<file path="src/rtl/apple_generate.sv">
// apple_generate: apple placement and eat detection for the snake game.
// Draws cells from a free-running LFSR and vets them against wall and snake.
module apple_generate #(
  parameter logic [5:0]  INIT_X    = 6'd24,
  parameter logic [4:0]  INIT_Y    = 5'd10,
  parameter logic [15:0] SEED      = 16'hACE1,
  parameter int          MAX_TRIES = 64
) (
  input  logic       clk,
  input  logic       rst_n,
  input  logic       move_tick,
  input  logic [5:0] head_x,
  input  logic [4:0] head_y,
  output logic       occ_req,
  output logic [5:0] occ_x,
  output logic [4:0] occ_y,
  input  logic       occ_ack,
  input  logic       occ_hit,
  output logic [5:0] apple_x,
  output logic [4:0] apple_y,
  output logic       apple_valid,
  output logic       apple_eaten,
  output logic       busy
);

  typedef enum logic [1:0] {
    IDLE,
    DRAW,
    WAIT
  } state_t;

  localparam logic [15:0] POLY     = 16'hB400;
  localparam logic [6:0]  LAST_TRY = 7'(MAX_TRIES - 1);

  state_t      state;
  state_t      state_nx;
  logic [15:0] lfsr;
  logic [6:0]  tries;
  logic [5:0]  hx;
  logic [4:0]  hy;
  logic [5:0]  cand_x;
  logic [4:0]  cand_y;
  logic        cand_ok;
  logic        eat;
  logic        reject;
  logic        give_up;

  assign cand_x  = lfsr[5:0];
  assign cand_y  = lfsr[12:8];
  assign cand_ok = (cand_x >= 6'd1) && (cand_x <= 6'd38) &&
                   (cand_y >= 5'd1) && (cand_y <= 5'd28);

  assign eat = move_tick && apple_valid &&
               (head_x == apple_x) && (head_y == apple_y);

  // The cell the snake just ate on is still under the head
  assign reject  = occ_hit || ((occ_x == hx) && (occ_y == hy));
  assign give_up = (tries == LAST_TRY);

  assign occ_req = (state == WAIT);
  assign busy    = (state != IDLE);

  always_comb begin
    state_nx = state;
    unique case (state)
      IDLE:    if (eat) state_nx = DRAW;
      DRAW:    if (cand_ok) state_nx = WAIT;
      WAIT: begin
        if (occ_ack)
          state_nx = (reject && !give_up) ? DRAW : IDLE;
      end
      default: state_nx = IDLE;
    endcase
  end

  always_ff @(posedge clk or negedge rst_n) begin
    if (!rst_n) begin
      state       <= IDLE;
      lfsr        <= SEED;
      tries       <= '0;
      hx          <= '0;
      hy          <= '0;
      occ_x       <= '0;
      occ_y       <= '0;
      apple_x     <= INIT_X;
      apple_y     <= INIT_Y;
      apple_valid <= 1'b1;
      apple_eaten <= 1'b0;
    end else begin
      lfsr        <= {1'b0, lfsr[15:1]} ^ (lfsr[0] ? POLY : 16'h0000);
      state       <= state_nx;
      apple_eaten <= 1'b0;
      unique case (state)
        IDLE: begin
          if (eat) begin
            apple_eaten <= 1'b1;
            apple_valid <= 1'b0;
            tries       <= '0;
            hx          <= head_x;
            hy          <= head_y;
          end
        end
        DRAW: begin
          if (cand_ok) begin
            occ_x <= cand_x;
            occ_y <= cand_y;
          end
        end
        WAIT: begin
          if (occ_ack) begin
            if (reject && !give_up) begin
              tries <= tries + 7'd1;
            end else begin
              apple_x     <= occ_x;
              apple_y     <= occ_y;
              apple_valid <= 1'b1;
            end
          end
        end
        default: ;
      endcase
    end
  end

endmodule

</file>
<file path="config.mk">
export PLATFORM = sky130hd
export DESIGN_NAME = apple_generate
export DESIGN_NICKNAME = d
export VERILOG_FILES = /design/src/rtl/apple_generate.sv
export SDC_FILE = /design/constraint.sdc
export NUM_CORES = 1
export LEC_CHECK = 0
export CORE_ASPECT_RATIO = 0.9
export CORE_MARGIN = 4
export CORE_UTILIZATION = 48
export DETAILED_ROUTE_END_ITERATION = 7
export GPL_TIMING_DRIVEN = 0
export PLACE_DENSITY = 0.82
export SYNTH_ARGS = -nofsm -noshare
export SYNTH_HDL_FRONTEND = slang
export SYNTH_SLANG_ARGS = --single-unit
</file>
<file path="constraint.sdc">
create_clock -name clk -period 1.9 [get_ports clk]
set_input_delay 0.38 -clock clk [delete_from_list [all_inputs] [get_ports clk]]
set_output_delay 0.38 -clock clk [all_outputs]
set_load 0.005 [all_outputs]
</file>
==> results of run 1 <==
## layer usage
metal | vias to the layer above | routed length (um) | GRT usage [%]
met2 | 63 | 3450 | 34.5
met4 | 0 | 148 | 8.07
met3 | 18 | 370 | 5.84
met1 | 1026 | 2750 | 25.3
li1 | 897 | - | -
met5 | - | 0 | 0
## registers in the layout, indices dropped and copies added, names as in the netlist
signal and cells:
hy 5, apple_valid 1, lfsr 16, occ_y 5
hx 6, apple_x 6, state 2, apple_y 5
apple_eaten 1, occ_x 6, tries 7
## worst max-delay path, stage by stage (launching register included)
cell,delay [ns]
dfrtp_1,0.42
or4_4,0.54
nor3_4,0.13
a211oi_2,0.08
nand3b_1,0.18
buf_6,0.17
mux2_4,0.31
## through the flow
stage                     TNS [ns]  instance area [um2]  std cells  util [%]
after floorplan                  0                 2600        217         -
after global placement      -86.55                 3100        325      58.9
after detailed placement    -11.73                 3110        326      59.2
after CTS                   -0.174                 3480        351      66.2
after global routing         -3.58                 3640        358      69.3
final                       -0.663                 3640        358      69.3
## where the power goes
| part | total [mW] | internal (mW) | switching, mW |
|---|---|---|---|
| sequential | 1.31 | 1.29 | 0.0142 |
| combinational | 0.155 | 0.0768 | 0.0783 |
| clock | 1.15 | 0.672 | 0.477 |
| total | 2.61 | 2.04 | 0.570 |
## synth_stat cells, drive strengths merged
master   instances  area (um2)
o2111ai          1        8.76
dfstp           13         342
nor4             1        6.26
mux2            23         263
nand2           37         139
a211oi           1        7.51
dfrtp           47        1180
a221oi           1        8.76
clkbuf           3        12.5
inv              6        22.5
o2bb2ai          3        26.3
nand2b           1        6.26
nor2             8        30.0
o21ai            5        25.0
a311o            1        10.0
nor3             6        35.0
or3              2        12.5
or4              2        15.0
a21boi           1        7.51
nand4            8        50.1
a31oi            1        12.5
ha               1        12.5
nand3b           1        7.51
xnor2           15         131
or2              2        12.5
xor2            10        87.6
nor2b            3        18.8
o22ai            1        6.26
a21oi            2        10.0
nand3            3        20.0
and4bb           1        12.5
buf              4        31.3
a222oi           3        30.0
## worst max path at each step
stage,start,endpoint,slack (ns),cells past startpoint
floorplan,tries[0],apple_x[0],0.04,8
global placement,rst_n,lfsr[2],-1.40,1
detailed placement,head_y[0],hy[2],-0.50,7
CTS,lfsr[4],occ_x[4],-0.04,6
global route,tries[0],apple_y[2],-0.18,8
finish,lfsr[4],occ_x[4],-0.05,6
## cell families after synthesis
kind of cell             Yosys count
multiplexers                      23
AO/OA/AOI/OAI                     20
flip-flops                        60
XOR/XNOR                          25
adder cells (fa/ha/maj)            1
AND/OR/NAND/NOR                   75
buffers and inverters             13
## placed cells by master, fill, tap and decap left out, types with 2 or more instances in the layout
master,count
o2bb2ai_1,3
mux2_4,12
nand3_1,2
a222oi_1,3
o21ai_0,4
buf_4,16
dfrtp_1,46
clkinv_2,2
buf_6,4
clkbuf_8,11
or2_2,2
nor3_2,2
xor2_1,10
a21oi_1,2
nand4_1,8
nor3_1,2
inv_1,5
xnor2_2,4
buf_12,2
nor2_1,7
dfstp_2,13
xnor2_1,11
nand2_1,37
nor3_4,2
nor2b_1,3
mux2_2,11
clkdlybuf4s50_1,39
## final cells by class
class                           instances  area [um2]  area share [%]
Tap cell                               67        83.8            2.30
Clock buffer                           12         155            4.26
Inverter                                6        22.5           0.618
Multi-Input combinational cell        144        1190            32.6
Sequential cell                        60        1520            41.7
Clock inverter                          4        47.5            1.30
Timing Repair Buffer                   60         566            15.5
Buffer                                  5        61.3            1.68
## timing repair
item,in CTS,in global routing
resized for setup,22,27
hold endpoints to repair,16,0
buffers inserted,9,7
hold buffers,1,0
pin swaps,6,2
endpoints found under the setup margin,40,40
gates cloned,0,1
==> impl_metrics.toml, run 1 <==
[detailed_routing]
viasPerCell = 5.60
firstDrtPassIters = 5
drtIter0Drc = 142
drt-wirelength-per-cell_um = 18.8
drc = 0
num_vias = 2004
finalWirelength_um = 6720
antenna_left = 0

[final_layout]
antennaDiodeCount = 0
fillers = 338
nNetsFinal = 303
area_growth_pct = 40.3
drive_gt1_share_pct = 34.0

[worst_hold_path]
hold_path.startpoint = "lfsr[6]"
min_to = "lfsr[5]"
min_path_cells = 0
hold_path_class = "register to register"

[run_status]
outcome = "complete, but fails checks"
violations = "negative setup slack"

[grt]
grt_start_max_net_pins = 42
antenna_found_initial = 0
grt_usage_pct = 20.7
grt_pass1_wl_um = 10300
grt_overflow = 0
grt_pass1_vias = 1999

[synthesis]
ys_warn_count = 0
synth_top_family_by_area = "simple AND/OR/NAND/NOR gates"
synthMuxAreaShare_pct = 10.1
avgSynthCellArea_um2 = 12.0
synthCells = 217
ys_ff_latch = 60
synthAdderAreaFrac_pct = 0.482
synthSimpleGateAreaFrac_pct = 14.1
synth-compound-area-share_pct = 5.88
yosysSeqAreaShare_pct = 58.5
synth_area_um2 = 2600
syn_nets = 234
synth_cell_type_count = 40
synth_xor_area_share_pct = 8.43

[pwr]
pwr_density_cell_nw_per_um2 = 717
max-vdd-ir-drop_mv = 0.447
power_leakage_nw = 1.78
p_total_mw = 2.61

[die]
die-width_um = 85.5
initial_core_util_pct = 49.4
core_area_um2 = 5260
die_y_um = 77.8
io_pins = 42
die-area_um2 = 6650
rows = 25

[flow_run]
max_cap_violations = 0

[setup_path]
critPathArrivalTime_ns = 2.17
r2r_slack_ns = -0.05
worstPathMaxFanout = 5
reg2reg_depth = 6
rr_startpoint = "lfsr[4]"
startpoint_type = "register"
critPathCaptureType = "register"
required_ns = 2.12
reg2reg_to = "occ_x[4]"
critPathKind = "register to register"

[sta]
rsz0062_at_grt = "yes"
finalHoldWorstSlack_ns = 0.355
hold_viol = 0
min_period_over_period_pct = 103
setup_viol = 25
fin_crit_ns = 1.95
fmax_mhz = 513
max_slew_margin_pct = 69.2
fin_skew_ns = 0.00577
finalMaxSlewViolations = 0
setup_ws_ns = -0.0508
tightest_slew_ns = 0.463

[place]
gp_congestion = 0.836
io_buffers = 41
dp_hpwl_um = 4290
place_ws_ns = -0.497

[clock_network]
numCtsBuffers = 9
tritoncts = "built"
insertion_delay_ns = 0.34
ctsLongestPathBuffers = 2
cts.sinks = 60
cts_root_buf = "clkbuf_8"
cts.htree.levels = 3
cts.clk_slew.worst_paths_ns = 0.06
No activity file was read; power rests on OpenSTA's default activity.
==> run 2: changes to the inputs <==
--- a/config.mk
+++ b/config.mk
@@ -10,7 +10,7 @@
 export CORE_UTILIZATION = 48
 export DETAILED_ROUTE_END_ITERATION = 7
 export GPL_TIMING_DRIVEN = 0
-export PLACE_DENSITY = 0.82
+export PLACE_DENSITY = 0.75
 export SYNTH_ARGS = -nofsm -noshare
 export SYNTH_HDL_FRONTEND = slang
 export SYNTH_SLANG_ARGS = --single-unit
==> run 2 against run 1 <==
Against the previous run:
- largest cell class unchanged
- the flow still finishes with violations (negative setup slack)
- clock power is 8% higher
- sequential cell count stayed put
- die area stayed put
- cell area is 1.3% higher
==> impl_metrics.toml, run 2 (synthesized netlist as in run 1, its figures left out) <==
[pwr]
internal_power_mw = 2.14
pwr-share-seq_pct = 48.1
pwr_density_cell_nw_per_um2 = 734
clockPowerShare_pct = 45.8
p_total_mw = 2.71
combPwrFrac_pct = 6.1
max-vdd-ir-drop_mv = 0.583
power_leakage_nw = 1.80
p_sw_uw = 568
switching_share_pct = 21.0

[sta]
tightest_slew_ns = 0.435
min_period_over_period_pct = 106
hold_viol = 0
setup_viol = 22
fin_crit_ns = 2.02
finalMaxSlewViolations = 0
fin_skew_ns = 0.0107
max_slew_margin_pct = 71.0
rsz0062_at_grt = "yes"
fmax_mhz = 496
setup_ws_ns = -0.117

[flow_run]
max_cap_violations = 0

[grt]
grt_pass1_vias = 1996
antenna_found_initial = 0
grt_start_max_net_pins = 43
grt_usage_pct = 20.8
grt_pass1_wl_um = 10300
grt_overflow = 0

[final_layout]
seqCellArea_um2 = 1520
largest_reg_flops = 16
multi_input_area_um2 = 1160
reg.largest.list = "lfsr (16), tries (7)"
final_common_cell = "dfrtp_1"
top_register = "lfsr"
layout_common_cells = "dfrtp_1 (45), clkdlybuf4s50_1 (39), nand2_1 (37)"
nNetsFinal = 312
area_growth_pct = 42.2
antennaDiodeCount = 0
fillers = 361
drive_gt1_share_pct = 35.7

[detailed_routing]
drtIter0Drc = 140
viasPerCell = 5.46
drt-wirelength-per-cell_um = 18.0
num_vias = 2003
antenna_left = 0
drc = 0
firstDrtPassIters = 4
finalWirelength_um = 6620

[clock_network]
cts.sinks = 60
cts.htree.levels = 3
numCtsBuffers = 9
cts_root_buf = "clkbuf_8"
cts.clk_slew.worst_paths_ns = 0.07
tritoncts = "built"
insertion_delay_ns = 0.33
ctsLongestPathBuffers = 2

[setup_path]
rr_startpoint = "lfsr[4]"
required_ns = 2.11
startpoint_type = "register"
critPathKind = "register to register"
critPathCaptureType = "register"
reg2reg_depth = 6
worstPathMaxFanout = 5
critPathArrivalTime_ns = 2.22
crit_path_start = "lfsr[4]"

[die]
die-width_um = 85.5
initial_core_util_pct = 49.4
rows = 25
io_pins = 42
die_y_um = 77.8
core_area_um2 = 5260
die-area_um2 = 6650

[run_status]
outcome = "complete, but fails checks"
violations = "negative setup slack"

[worst_hold_path]
min_path_cells = 0
hold_path_class = "register to register"
hold_path.startpoint = "lfsr[6]"

[place]
gp_congestion = 0.825
io_buffers = 41
place_ws_ns = -0.512
dp_hpwl_um = 4080
-- run 2: path summary, 6_finish.rpt --
path / endpoint / slack (ns)
worst max-delay path: occ_x[4] / -0.12
worst min-delay path: lfsr[5] / 0.34
worst max register to register: occ_x[4] / -0.12
worst min register to register: lfsr[5] / 0.34
max in group asynchronous: lfsr[0] / 0.74
min in group asynchronous: tries[3] / 0.53
-- run 2: cell type report --
type                       instances  area share, %
buffer                             5           1.46
clock buffer                      11           3.83
clock inverter                     5           2.03
inverter                           6          0.610
multi-input combinational        145           31.6
sequential                        60           41.2
tap                               67           2.27
timing repair buffer              68           17.1
-- run 2: stage by stage --
stage | area [um2] | TNS [ns] | hold WS, ns | cells | util, %
2_1_floorplan | 2600 | 0 | 0.0844 | 217 | -
3_3_place_gp | 3100 | -87.22 | 0.346 | 325 | 58.9
3_5_place_dp | 3110 | -11.42 | 0.344 | 326 | 59.2
4_1_cts | 3540 | -0.179 | 0.352 | 354 | 67.4
5_1_grt | 3690 | -3.64 | 0.362 | 367 | 70.2
6_report | 3690 | -1.38 | 0.345 | 367 | 70.2
-- run 2: layer usage --
metal	routed length [um]	GRT usage (%)	share of wire, %
met1	2770	25.9	42
met5	0	0	0
met4	74	7.44	1.1
met2	3410	33.3	52
met3	365	7.43	5.5
-- run 2: what timing repair did --
action | in CTS | in global routing
hold endpoints to repair | 15 | 0
buffers inserted | 11 | 13
resized for setup | 27 | 16
hold buffers | 1 | 0
gates cloned | 1 | 1
setup endpoints to repair | 39 | 41
pin swaps | 8 | 4
-- run 2: power by group through the flow --
| stage | Combinational, mW | Sequential, mW | Clock, mW |
|---|---|---|---|
| global route | 0.179 | 1.31 | 1.33 |
| detailed placement | 0.128 | 1.33 | 0 |
| floorplan | 0.0464 | 1.32 | 0 |
| global placement | 0.123 | 1.33 | 0 |
| CTS | 0.154 | 1.30 | 1.26 |
| finish | 0.164 | 1.30 | 1.24 |
-- run 2: critical path, cell delays in order, from the launching register on --
cell and delay, ns:
dfrtp_1 0.42, or4_4 0.54, nor3_4 0.14, a211oi_2 0.09
nand3b_1 0.20, buf_6 0.16, mux2_2 0.34
